## config.mk

```make
export PLATFORM = sky130hd
export DESIGN_NAME = sync_debounce
export DESIGN_NICKNAME = d
export VERILOG_FILES = /design/src/rtl/sync_debounce.sv
export SDC_FILE = /design/constraint.sdc
export NUM_CORES = 1
export LEC_CHECK = 0
export CORE_ASPECT_RATIO = 0.9
export CORE_UTILIZATION = 25
export DETAILED_ROUTE_END_ITERATION = 16
export GPL_TIMING_DRIVEN = 0
export PLACE_DENSITY_LB_ADDON = 0.08
export SLEW_MARGIN = 5
export SYNTH_ARGS = -nofsm -noshare
export SYNTH_HDL_FRONTEND = slang
export SYNTH_SLANG_ARGS = --single-unit
```

## constraint.sdc

```tcl
create_clock -name clk -period 1.2 [get_ports clk]
set_input_delay 0.36 -clock clk [delete_from_list [all_inputs] [get_ports clk]]
set_output_delay 0.36 -clock clk [all_outputs]
set_load 0.03 [all_outputs]
```

## src/rtl/sync_debounce.sv

```systemverilog
// sync_debounce: multi-channel conditioner for asynchronous 1-bit pad inputs.
// Each channel has a SYNC_STAGES-flop synchronizer, then a debounce filter that
// accepts a new level only after it has held for DEBOUNCE_CYCLES ticks, then
// registered one-cycle rise/fall strobes. One prescaler sets the tick rate for
// all channels.
//
// Ports:
//   clk    in   1     system clock
//   rst_n  in   1     synchronous active-low reset
//   d_a    in   N_CH  asynchronous raw inputs
//   q      out  N_CH  debounced, synchronized level
//   rise   out  N_CH  one-cycle strobe on q 0->1
//   fall   out  N_CH  one-cycle strobe on q 1->0

// One channel: synchronizer, debounce counter, edge strobes.
module sync_debounce_lane #(
  parameter int SYNC_STAGES     = 2,
  parameter int DEBOUNCE_CYCLES = 4
) (
  input  logic clk,
  input  logic rst_n,
  input  logic tick,
  input  logic d_a,
  output logic q,
  output logic rise,
  output logic fall
);
  localparam int CW = $clog2(DEBOUNCE_CYCLES + 1);

  logic [SYNC_STAGES-1:0] sync;
  logic [CW-1:0]          cnt;
  logic                   s;

  assign s = sync[SYNC_STAGES-1];

  always_ff @(posedge clk) begin
    if (!rst_n) begin
      sync <= '0;
      cnt  <= '0;
      q    <= 1'b0;
      rise <= 1'b0;
      fall <= 1'b0;
    end else begin
      sync <= {sync[SYNC_STAGES-2:0], d_a};
      rise <= 1'b0;
      fall <= 1'b0;
      if (s == q) begin
        // Any return to the accepted level restarts the count, tick or not.
        cnt <= '0;
      end else if (tick) begin
        if (cnt == CW'(DEBOUNCE_CYCLES - 1)) begin
          q    <= s;
          cnt  <= '0;
          rise <= s;
          fall <= ~s;
        end else begin
          cnt <= cnt + 1'b1;
        end
      end
    end
  end
endmodule

module sync_debounce #(
  parameter int N_CH            = 4,
  parameter int SYNC_STAGES     = 2,
  parameter int DEBOUNCE_CYCLES = 4,
  parameter int PRESCALE        = 1
) (
  input  logic            clk,
  input  logic            rst_n,
  input  logic [N_CH-1:0] d_a,
  output logic [N_CH-1:0] q,
  output logic [N_CH-1:0] rise,
  output logic [N_CH-1:0] fall
);
  // Keep the prescaler at least one bit wide so PRESCALE==1 still elaborates;
  // it then sits at 0 and tick is constantly high.
  localparam int PW = (PRESCALE > 1) ? $clog2(PRESCALE) : 1;

  generate
    if (SYNC_STAGES < 2) begin : g_bad_sync
      $error("sync_debounce: SYNC_STAGES must be >= 2");
    end
    if (DEBOUNCE_CYCLES < 1) begin : g_bad_deb
      $error("sync_debounce: DEBOUNCE_CYCLES must be >= 1");
    end
    if (PRESCALE < 1) begin : g_bad_pre
      $error("sync_debounce: PRESCALE must be >= 1");
    end
    if (N_CH < 1) begin : g_bad_nch
      $error("sync_debounce: N_CH must be >= 1");
    end
  endgenerate

  logic [PW-1:0] pcnt;
  logic          tick;

  assign tick = (pcnt == PW'(PRESCALE - 1));

  always_ff @(posedge clk) begin
    if (!rst_n)    pcnt <= '0;
    else if (tick) pcnt <= '0;
    else           pcnt <= pcnt + 1'b1;
  end

  generate
    for (genvar i = 0; i < N_CH; i++) begin : g_lane
      sync_debounce_lane #(
        .SYNC_STAGES    (SYNC_STAGES),
        .DEBOUNCE_CYCLES(DEBOUNCE_CYCLES)
      ) u_lane (
        .clk  (clk),
        .rst_n(rst_n),
        .tick (tick),
        .d_a  (d_a[i]),
        .q    (q[i]),
        .rise (rise[i]),
        .fall (fall[i])
      );
    end
  endgenerate
endmodule

```

==> flow_summary.json, run 1 <==
{
  "outcome": "complete, no violations",
  "finalCoreUtilization_pct": 32.4,
  "path_max_fanout": 2,
  "synth_top_area_share_pct": 48.0,
  "chipHeight_um": 72.4,
  "drc_errors": 0,
  "synth-edff-count": 0,
  "period_minus_slack_ns": 1.13,
  "cpMaxStageDelayCell": "dfxtp_4",
  "drive_gt1_share_pct": 29.2,
  "post_synthesis_instance_area_mm2": 0.00138,
  "synth-seq-area-share_pct": 48.0,
  "antenna-diode-count": 0,
  "grtUsageMet2_pct": 16.8,
  "worst-setup-path-type": "reg2out",
  "synth_area_per_cell_um2": 9.96,
  "synthesis.yosys.warnings": 0,
  "cts_hold_bufs": 0,
  "synth_commonest_cells": "33 x dfxtp_1, 17 x nand2_1, 12 x buf_4",
  "timing.reg2reg.worst_path_depth": 4,
  "whs_ns": 0.434,
  "dominantRegCellSynth": "dfxtp_1",
  "groute.usage.overall_pct": 10.5,
  "clock-skew-final_ns": 0.00375,
  "synth.lib_cells_used.distinct": 23,
  "drtIter0Drc": 31,
  "worst_slack_ns": 0.0738,
  "initial_core_util_pct": 26.0,
  "totalNegativeSetupSlack_ns": 0,
  "areaGrowthSynthToFinish_pct": 24.5,
  "clock_path_buffers": 2,
  "cts_made_buffers": 5,
  "finish.net_count": 164,
  "cts_tree": "done",
  "irDropWorstVdd_mv": 0.404,
  "die_x_um": 80.2,
  "finalSetupViolations": 0,
  "preCtsSetupSlack_ns": -0.472,
  "grt.busiest_layer": "met2",
  "ys_seq_elements": 33,
  "synth.area.top_cells": "dfxtp_1 48%, buf_4 6.6%, nand2_1 4.6%, and2_1 3.6%, ha_1 3.6%",
  "power_leakage_nw": 0.669,
  "route.detailed.wl_per_inst_um": 11.4,
  "synthesis.instances": 138,
  "achievable_frequency_mhz": 888,
  "detailedPlacementHpwl_um": 1660,
  "pin_count_of_the_biggest_net_entering_global_routing": 11,
  "io_buffer_count": 17,
  "hold_depth": 1,
  "maxSlewViolCount": 0,
  "grt_antenna_before_repair": 0,
  "placementRows": 25,
  "detail_route.wirelength_um": 2510,
  "max_cap_violations": 0,
  "post-route-period-util_pct": 93.8,
  "nFillCells": 539,
  "grt_first_pass_wirelength_um": 4350,
  "insertion_delay_ns": 0.29,
  "vias": 909,
  "cp.buffers_inverters": 1,
  "number_of_global_route_vias_before_repair": 921,
  "finalHoldViolCount": 0,
  "worst_ep_arrival_time_ns": 0.77,
  "core_mm2": 0.00529,
  "multi_input_area_um2": 566,
  "synthArstFlopShare_pct": 0,
  "synth.largest_area_cell": "dfxtp_1",
  "min_path_type": "reg2reg",
  "ios": 18,
  "grt_overflow": 0,
  "power.density_mw_per_mm2": 1200,
  "detail-route-antenna-nets": 0,
  "grt_use_met3_pct": 3.90,
  "grt.met1_usage_pct": 11.4,
  "floorplan.die_area_mm2": 0.00580,
  "rsz0062_at_grt": "false",
  "vias_per_cell": 4.11,
  "yosysMostFrequentCell": "dfxtp_1",
  "critical_path.startpoint_type": "flip-flop",
  "clkSinkCount": 33,
  "cts-htree-levels": 2,
  "sequential_cell_area_um2": 677,
  "drt_pass_1_iters": 4,
  "worst-endpoint-required_ns": 0.84,
  "mappedNetlistNets": 148,
  "critical_path.cell_chain": "buf_6",
  "clock_pin_slew_on_the_worst_setup_and_hold_paths_ns": 0.07,
  "cp.depth": 1,
  "largest_delay_contributor_family_on_the_critical_path": "flip-flops",
  "root_buffer": "clkbuf_8",
  "worst_path_largest_cell_delay_ns": 0.35,
  "critical_path.endpoint_type": "output port",
  "globalplace.congestion": 0.707
}
-- report_power, final --
part           switching (W)  total, W  internal, W
registers          0.0000119   0.00112      0.00110
logic              0.0000543  0.000104    0.0000495
clock network       0.000382  0.000836     0.000454
-- logic make-up after synthesis --
family                   synth area share [%]
buffers and inverters                    11.7
adder cells (fa/ha/maj)                  3.64
multiplexers                             2.18
AND/OR/NAND/NOR                          23.9
flip-flops                               48.0
XOR/XNOR                                 2.55
AO/OA/AOI/OAI                            7.64
other                                   0.273
-- repair_timing --
action | in CTS | in global routing
setup endpoints to repair | 25 | 8
setup buffers | 4 | 0
cloned | 0 | 0
pin swaps | 0 | 0
gates resized for setup | 95 | 8
-- registers in the layout, indices dropped and copies added (netlist names) --
register,cells
g_lane.u_lane.fall,4
g_lane.u_lane.cnt,12
g_lane.u_lane.rise,4
pcnt,1
g_lane.u_lane.q,4
g_lane.u_lane.sync,8
-- path summary, 6_finish.rpt --
path | from | endpoint | slack [ns]
min reg2reg | g_lane[3].u_lane.sync[0]$_SDFF_PN0_ | g_lane[3].u_lane.sync[1]$_SDFF_PN0_ | 0.43
min | g_lane[3].u_lane.sync[0]$_SDFF_PN0_ | g_lane[3].u_lane.sync[1]$_SDFF_PN0_ | 0.43
max reg2reg | pcnt$_SDFF_PN0_ | g_lane[3].u_lane.cnt[1]$_SDFFE_PP0N_ | 0.11
max | g_lane[2].u_lane.q$_SDFFE_PN0P_ | q[2] | 0.07
-- cells in the final DEF (no fill, tap or decap), types with 2 or more instances in the layout --
cell type        netlist  layout
clkdlybuf4s50_1        0       4
dfxtp_4                0       4
a21oi_1                5       5
nor4_2                 4       4
o31ai_1                4       4
inv_1                  8       8
o211ai_1               4       4
buf_4                 12       5
nand2b_2               0       2
and2_1                 8       8
nor4b_2                2       2
clkbuf_8               0       6
o21ai_0                4       4
xor2_1                 4       4
nand2_1               17      17
nand2b_4               1       2
buf_2                  3       2
ha_1                   4       4
buf_6                  2      15
mux2i_1                3       3
dfxtp_1               33      28
nor4b_4                2       2
nor2_1                11      11
-- layer usage --
layer,up-vias,part of all wire [%]
li1,469,-
met1,422,46
met2,13,48
met3,5,3.4
met4,0,2.4
met5,-,0
-- through the flow --
stage	power, W	std cells	cell area, um^2
final	0.00206	221	1710
after global routing	0.00217	221	1710
after CTS	0.00210	223	1710
after detailed placement	0.00125	222	1630
after global placement	0.00125	222	1630
after floorplan	0.00121	138	1380
-- layout make-up --
class                   count  area share (%)
clock buffers               7            5.04
inverters                   8            1.75
well taps                  67            4.90
repair buffers             21            12.7
flip-flops and latches     33            39.5
plain buffers               6            3.00
multi-input cells          79            33.0
Power figures use the tool's default switching activity.
==> run 2: changes to the inputs <==
--- a/config.mk
+++ b/config.mk
@@ -7,8 +7,10 @@
 export LEC_CHECK = 0
 export CORE_ASPECT_RATIO = 0.9
 export CORE_UTILIZATION = 25
+export CTS_BUF_LIST = sky130_fd_sc_hd__clkbuf_8
 export DETAILED_ROUTE_END_ITERATION = 16
 export GPL_TIMING_DRIVEN = 0
+export HOLD_SLACK_MARGIN = 0.15
 export PLACE_DENSITY_LB_ADDON = 0.08
 export SLEW_MARGIN = 5
 export SYNTH_ARGS = -nofsm -noshare
==> run 2 against run 1 <==
Compared with the run above:
- utilization unchanged
- setup slack stayed put
- combinational power about the same
- design area unchanged
- global-route usage is the same
- worst hold slack is essentially flat
- count of clock-buffer cells in the layout down 1
- sequential share of layout area is the same
- flip-flop and latch count did not move
- maximum frequency unchanged
- clock power shrank 1%
- largest cell class unchanged
- largest power group unchanged
==> flow_summary.json, run 2 (synthesized netlist as in run 1, its figures left out) <==
{
  "outcome": "complete, no violations",
  "ios": 18,
  "finalHoldViolCount": 0,
  "vias": 909,
  "biggestRegsByFlops": "g_lane.u_lane.cnt (12), g_lane.u_lane.sync (8)",
  "cts_tree": "done",
  "period_minus_slack_ns": 1.13,
  "pin_count_of_the_biggest_net_entering_global_routing": 11,
  "cp-startpoint": "g_lane[2].u_lane.q$_SDFFE_PN0P_",
  "finalCoreUtilization_pct": 32.4,
  "reg2reg_slack_ns": 0.11,
  "finish.net_count": 164,
  "min_path_type": "reg2reg",
  "reg2reg_from": "pcnt$_SDFF_PN0_",
  "route.detailed.wl_per_inst_um": 11.4,
  "routed-wl-met3_um": 86,
  "power_leakage_nw": 0.673,
  "worst_slack_ns": 0.0738,
  "cp.depth": 1,
  "floorplan.die_area_mm2": 0.00580,
  "globalplace.congestion": 0.707,
  "critical_path.endpoint_type": "output port",
  "clock_path_buffers": 2,
  "final_common_cell": "dfxtp_1",
  "detailedPlacementHpwl_um": 1660,
  "cts_made_buffers": 5,
  "cp.buffers_inverters": 1,
  "chipHeight_um": 72.4,
  "largest_delay_contributor_family_on_the_critical_path": "flip-flops",
  "crit_end": "q[2]",
  "achievable_frequency_mhz": 888,
  "maxSlewViolCount": 0,
  "detail_route.wirelength_um": 2510,
  "rsz0062_at_grt": "false",
  "io_buffer_count": 17,
  "vias_per_cell": 4.11,
  "dr_wl_met2_um": 1200,
  "crit-reg2reg-capture": "g_lane[3].u_lane.cnt[1]$_SDFFE_PP0N_",
  "clock-skew-final_ns": 0.00375,
  "insertion_delay_ns": 0.29,
  "nFillCells": 539,
  "wl_met1_um": 1160,
  "placementRows": 25,
  "clock_pin_slew_on_the_worst_setup_and_hold_paths_ns": 0.07,
  "core_mm2": 0.00529,
  "worst_path_largest_cell_delay_ns": 0.35,
  "drtIter0Drc": 31,
  "worst-setup-path-type": "reg2out",
  "clkSinkCount": 33,
  "critical_path.cell_chain": "buf_6",
  "initial_core_util_pct": 26.0,
  "drt_pass_1_iters": 4,
  "most-common-layout-cells": "28 x dfxtp_1, 17 x nand2_1, 15 x buf_6",
  "post-route-period-util_pct": 93.8,
  "grt_first_pass_wirelength_um": 4350,
  "critical_path.startpoint_type": "flip-flop",
  "cts_hold_bufs": 0,
  "timing.reg2reg.worst_path_depth": 4,
  "die_x_um": 80.2,
  "cpMaxStageDelayCell": "dfxtp_4",
  "finalSetupViolations": 0,
  "groute.usage.overall_pct": 10.5,
  "grt_antenna_before_repair": 0,
  "top_layer_used": "met4",
  "max_cap_violations": 0,
  "root_buffer": "clkbuf_8",
  "cts-htree-levels": 2,
  "areaGrowthSynthToFinish_pct": 24.5,
  "irDropWorstVdd_mv": 0.404,
  "worst_ep_arrival_time_ns": 0.77,
  "max_reg_flops": 12,
  "preCtsSetupSlack_ns": -0.472,
  "grt_overflow": 0,
  "antenna-diode-count": 0,
  "totalNegativeSetupSlack_ns": 0,
  "worst-endpoint-required_ns": 0.84,
  "power.density_mw_per_mm2": 1200,
  "drive_gt1_share_pct": 29.2,
  "detail-route-antenna-nets": 0,
  "number_of_global_route_vias_before_repair": 921,
  "drc_errors": 0,
  "top_register": "g_lane.u_lane.cnt",
  "path_max_fanout": 2
}
==> run 2: cell count changes in the layout (fill, tap and decap cells not counted) <==
cell / before / now
inv_1: 8 / 9
clkbuf_1: 1 / 0
==> run 2: stage by stage <==
step / cells / cell area [um^2] / total power [W] / hold WS [ns]
final: 221 / 1710 / 0.00205 / 0.434
after global routing: 221 / 1710 / 0.00216 / 0.453
after CTS: 223 / 1710 / 0.00210 / 0.439
after detailed placement: 222 / 1630 / 0.00125 / 0.423
after global placement: 222 / 1630 / 0.00125 / 0.422
after floorplan: 138 / 1380 / 0.00121 / 0.412
==> run 2: timing repair <==
item	4_1_cts	5_1_grt
buffers inserted	4	0
endpoints found under the setup margin	25	8
resized for setup	95	8
hold endpoints to repair	0	0
==> run 2: power breakdown <==
part / leakage (nW) / internal [W] / switching [W]
Combinational: 0.353 / 0.0000495 / 0.0000543
Sequential: 0.272 / 0.00110 / 0.0000119
Clock: 0.0485 / 0.000446 / 0.000382
Total: 0.673 / 0.00160 / 0.000449
==> run 2: how the worst min path moves through the flow <==
stage                                             start                             endpoint  slack (ns)  cells after the start
floorplan           g_lane[0].u_lane.sync[0]$_SDFF_PN0_  g_lane[0].u_lane.sync[1]$_SDFF_PN0_        0.41                      1
global placement    g_lane[1].u_lane.sync[0]$_SDFF_PN0_  g_lane[1].u_lane.sync[1]$_SDFF_PN0_        0.42                      1
detailed placement  g_lane[3].u_lane.sync[0]$_SDFF_PN0_  g_lane[3].u_lane.sync[1]$_SDFF_PN0_        0.42                      1
CTS                 g_lane[3].u_lane.sync[0]$_SDFF_PN0_  g_lane[3].u_lane.sync[1]$_SDFF_PN0_        0.44                      1
global route        g_lane[0].u_lane.sync[0]$_SDFF_PN0_  g_lane[0].u_lane.sync[1]$_SDFF_PN0_        0.45                      1
finish              g_lane[3].u_lane.sync[0]$_SDFF_PN0_  g_lane[3].u_lane.sync[1]$_SDFF_PN0_        0.43                      1
==> run 2: per-layer routing <==
metal,GRT usage [%],up-vias
li1,-,469
met1,11.4,422
met2,16.8,13
met3,3.90,5
met4,7.74,0
met5,0,-
==> run 2: layout make-up <==
| cell class | count | area, um^2 | share of cell area (%) |
|---|---|---|---|
| inverter | 8 | 30.0 | 1.75 |
| tap | 67 | 83.8 | 4.90 |
| sequential | 33 | 677 | 39.5 |
| multi-input combinational | 79 | 566 | 33.0 |
| buffer | 6 | 51.3 | 3.00 |
| clock inverter | 1 | 3.75 | 0.219 |
| clock buffer | 6 | 82.6 | 4.82 |
| timing repair buffer | 21 | 218 | 12.7 |
==> run 3: changes to the inputs <==
==> constraint.sdc (replaced) <==
create_clock -name clk -period 1.15 [get_ports clk]
set_input_delay 0.345 -clock clk [delete_from_list [all_inputs] [get_ports clk]]
set_output_delay 0.345 -clock clk [all_outputs]
set_load 0.03 [all_outputs]
==> run 3 against run 2 <==
Compared with the run above:
- count of clock-buffer cells in the layout unchanged
- first-iteration DRC count is 52% lower
- critical path depth unchanged
- flip-flop and latch count unchanged
- power up 4.5%
- setup slack worse by 0.035 ns
- clock skew is essentially flat
- register-to-register slack worse by 0.03 ns
- global-route usage fell by 0.053 points
- non-clock buffer count unchanged
- worst hold slack hardly changed
- critical endpoint unchanged
==> flow_summary.json, run 3 (synthesized netlist as in run 1, its figures left out) <==
{
  "outcome": "complete, no violations",
  "clock-skew-final_ns": 0.00385,
  "achievable_frequency_mhz": 900,
  "vias_per_cell": 4.09,
  "initial_core_util_pct": 26.0,
  "cts_hold_bufs": 0,
  "clock_pin_slew_on_the_worst_setup_and_hold_paths_ns": 0.07,
  "areaGrowthSynthToFinish_pct": 25.8,
  "max_cap_violations": 0,
  "cts-htree-levels": 2,
  "rsz0062_at_grt": "false",
  "number_of_global_route_vias_before_repair": 922,
  "cts_tree": "done",
  "final_common_cell": "dfxtp_1",
  "timing.reg2reg.worst_path_depth": 4,
  "io_buffer_count": 17,
  "power.density_mw_per_mm2": 1240,
  "power_leakage_nw": 0.670,
  "largest_delay_contributor_family_on_the_critical_path": "flip-flops",
  "detail_route.wirelength_um": 2510,
  "worst_path_largest_cell_delay_ns": 0.35,
  "clock_path_buffers": 2,
  "critical_path.startpoint_type": "flip-flop",
  "path_max_fanout": 2,
  "cp.depth": 1,
  "post-route-period-util_pct": 96.6,
  "cp-startpoint": "g_lane[2].u_lane.q$_SDFFE_PN0P_",
  "groute.usage.overall_pct": 10.5,
  "grt_overflow": 0,
  "biggestRegsByFlops": "g_lane.u_lane.cnt (12), g_lane.u_lane.sync (8)",
  "period_minus_slack_ns": 1.11,
  "worst-endpoint-required_ns": 0.81,
  "max_reg_flops": 12,
  "antenna-diode-count": 0,
  "finalCoreUtilization_pct": 32.7,
  "crit-reg2reg-capture": "g_lane[2].u_lane.q$_SDFFE_PN0P_",
  "drt_pass_1_iters": 4,
  "core_mm2": 0.00529,
  "grt_first_pass_wirelength_um": 4340,
  "finish.net_count": 164,
  "clkSinkCount": 33,
  "maxSlewViolCount": 0,
  "critical_path.endpoint_type": "output port",
  "drive_gt1_share_pct": 29.9,
  "crit_end": "q[2]",
  "grt_antenna_before_repair": 0,
  "worst-setup-path-type": "reg2out",
  "pin_count_of_the_biggest_net_entering_global_routing": 11,
  "ios": 18,
  "globalplace.congestion": 0.707,
  "vias": 903,
  "finalHoldViolCount": 0,
  "floorplan.die_area_mm2": 0.00580,
  "placementRows": 25,
  "most-common-layout-cells": "28 x dfxtp_1, 17 x nand2_1, 15 x buf_6",
  "top_register": "g_lane.u_lane.cnt",
  "detail-route-antenna-nets": 0,
  "cpMaxStageDelayCell": "dfxtp_4",
  "reg2reg_slack_ns": 0.08,
  "drtIter0Drc": 15,
  "critical_path.cell_chain": "buf_6",
  "whs_ns": 0.434,
  "route.detailed.wl_per_inst_um": 11.4,
  "insertion_delay_ns": 0.29,
  "drc_errors": 0,
  "irDropWorstVdd_mv": 0.421,
  "root_buffer": "clkbuf_8",
  "reg2reg_from": "g_lane[2].u_lane.cnt[0]$_SDFFE_PP0N_",
  "die_x_um": 80.2,
  "finalSetupViolations": 0,
  "detailedPlacementHpwl_um": 1660,
  "cts_made_buffers": 5,
  "chipHeight_um": 72.4,
  "min_path_type": "reg2reg",
  "cp.buffers_inverters": 1,
  "worst_ep_arrival_time_ns": 0.77
}
-- run 3: cell count changes in the layout (fill, tap and decap cells not counted), sizes merged --
cell	previous run	this run
buf	22	20
clkbuf	6	8
dlygate4sd2	0	1
dlymetal6s2s	1	0
-- run 3: area by class of cell --
type                    instances  area (um^2)
inverters                       8         30.0
repair buffers                 21          214
fillers                       542         3560
multi-input cells              79          578
clock inverters                 1         3.75
well taps                      67         83.8
clock buffers                   6         82.6
plain buffers                   6         60.1
flip-flops and latches         33          677
-- run 3: what timing repair did --
action                     in CTS  in global routing
resized for setup             101                  4
setup buffers                   4                  0
setup endpoints to repair      36                  7
-- run 3: worst min-delay path by stage --
| stage | startpoint | to | cells past startpoint |
|---|---|---|---|
| after floorplan | g_lane[0].u_lane.sync[0]$_SDFF_PN0_ | g_lane[0].u_lane.sync[1]$_SDFF_PN0_ | 1 |
| after global placement | g_lane[1].u_lane.sync[0]$_SDFF_PN0_ | g_lane[1].u_lane.sync[1]$_SDFF_PN0_ | 1 |
| after detailed placement | g_lane[3].u_lane.sync[0]$_SDFF_PN0_ | g_lane[3].u_lane.sync[1]$_SDFF_PN0_ | 1 |
| after CTS | g_lane[3].u_lane.sync[0]$_SDFF_PN0_ | g_lane[3].u_lane.sync[1]$_SDFF_PN0_ | 1 |
| after global routing | g_lane[0].u_lane.sync[0]$_SDFF_PN0_ | g_lane[0].u_lane.sync[1]$_SDFF_PN0_ | 1 |
| final | g_lane[3].u_lane.sync[0]$_SDFF_PN0_ | g_lane[3].u_lane.sync[1]$_SDFF_PN0_ | 1 |
-- run 3: power by group --
part | switching (W) | total, W | internal [W]
sequential | 0.0000124 | 0.00116 | 0.00115
combinational | 0.0000571 | 0.000110 | 0.0000532
clock | 0.000399 | 0.000865 | 0.000465
-- run 3: metal layers --
metal,global-route usage [%],vias to the layer above,wire [um]
met5,0,-,0
met4,7.74,0,82
met3,3.90,8,90
met2,16.3,14,1180
met1,11.6,410,1160
li1,-,471,-
-- run 3: metrics by stage --
| step | power, W | setup WS, ns | TNS, ns | cells | area [um^2] |
|---|---|---|---|---|---|
| floorplan | 0.00126 | 0.119 | 0 | 138 | 1380 |
| global placement | 0.00131 | -0.488 | -14.19 | 222 | 1630 |
| detailed placement | 0.00131 | -0.507 | -14.32 | 222 | 1630 |
| CTS | 0.00219 | 0.0258 | 0 | 221 | 1710 |
| global route | 0.00226 | 0.00575 | 0 | 221 | 1730 |
| finish | 0.00214 | 0.0386 | 0 | 221 | 1730 |
-- run 3: worst register-to-register path: stages (launching register included) --
cell and delay (ns):
dfxtp_1 0.36, ha_1 0.20, nand2b_2 0.13, o211ai_1 0.18, o31ai_1 0.08
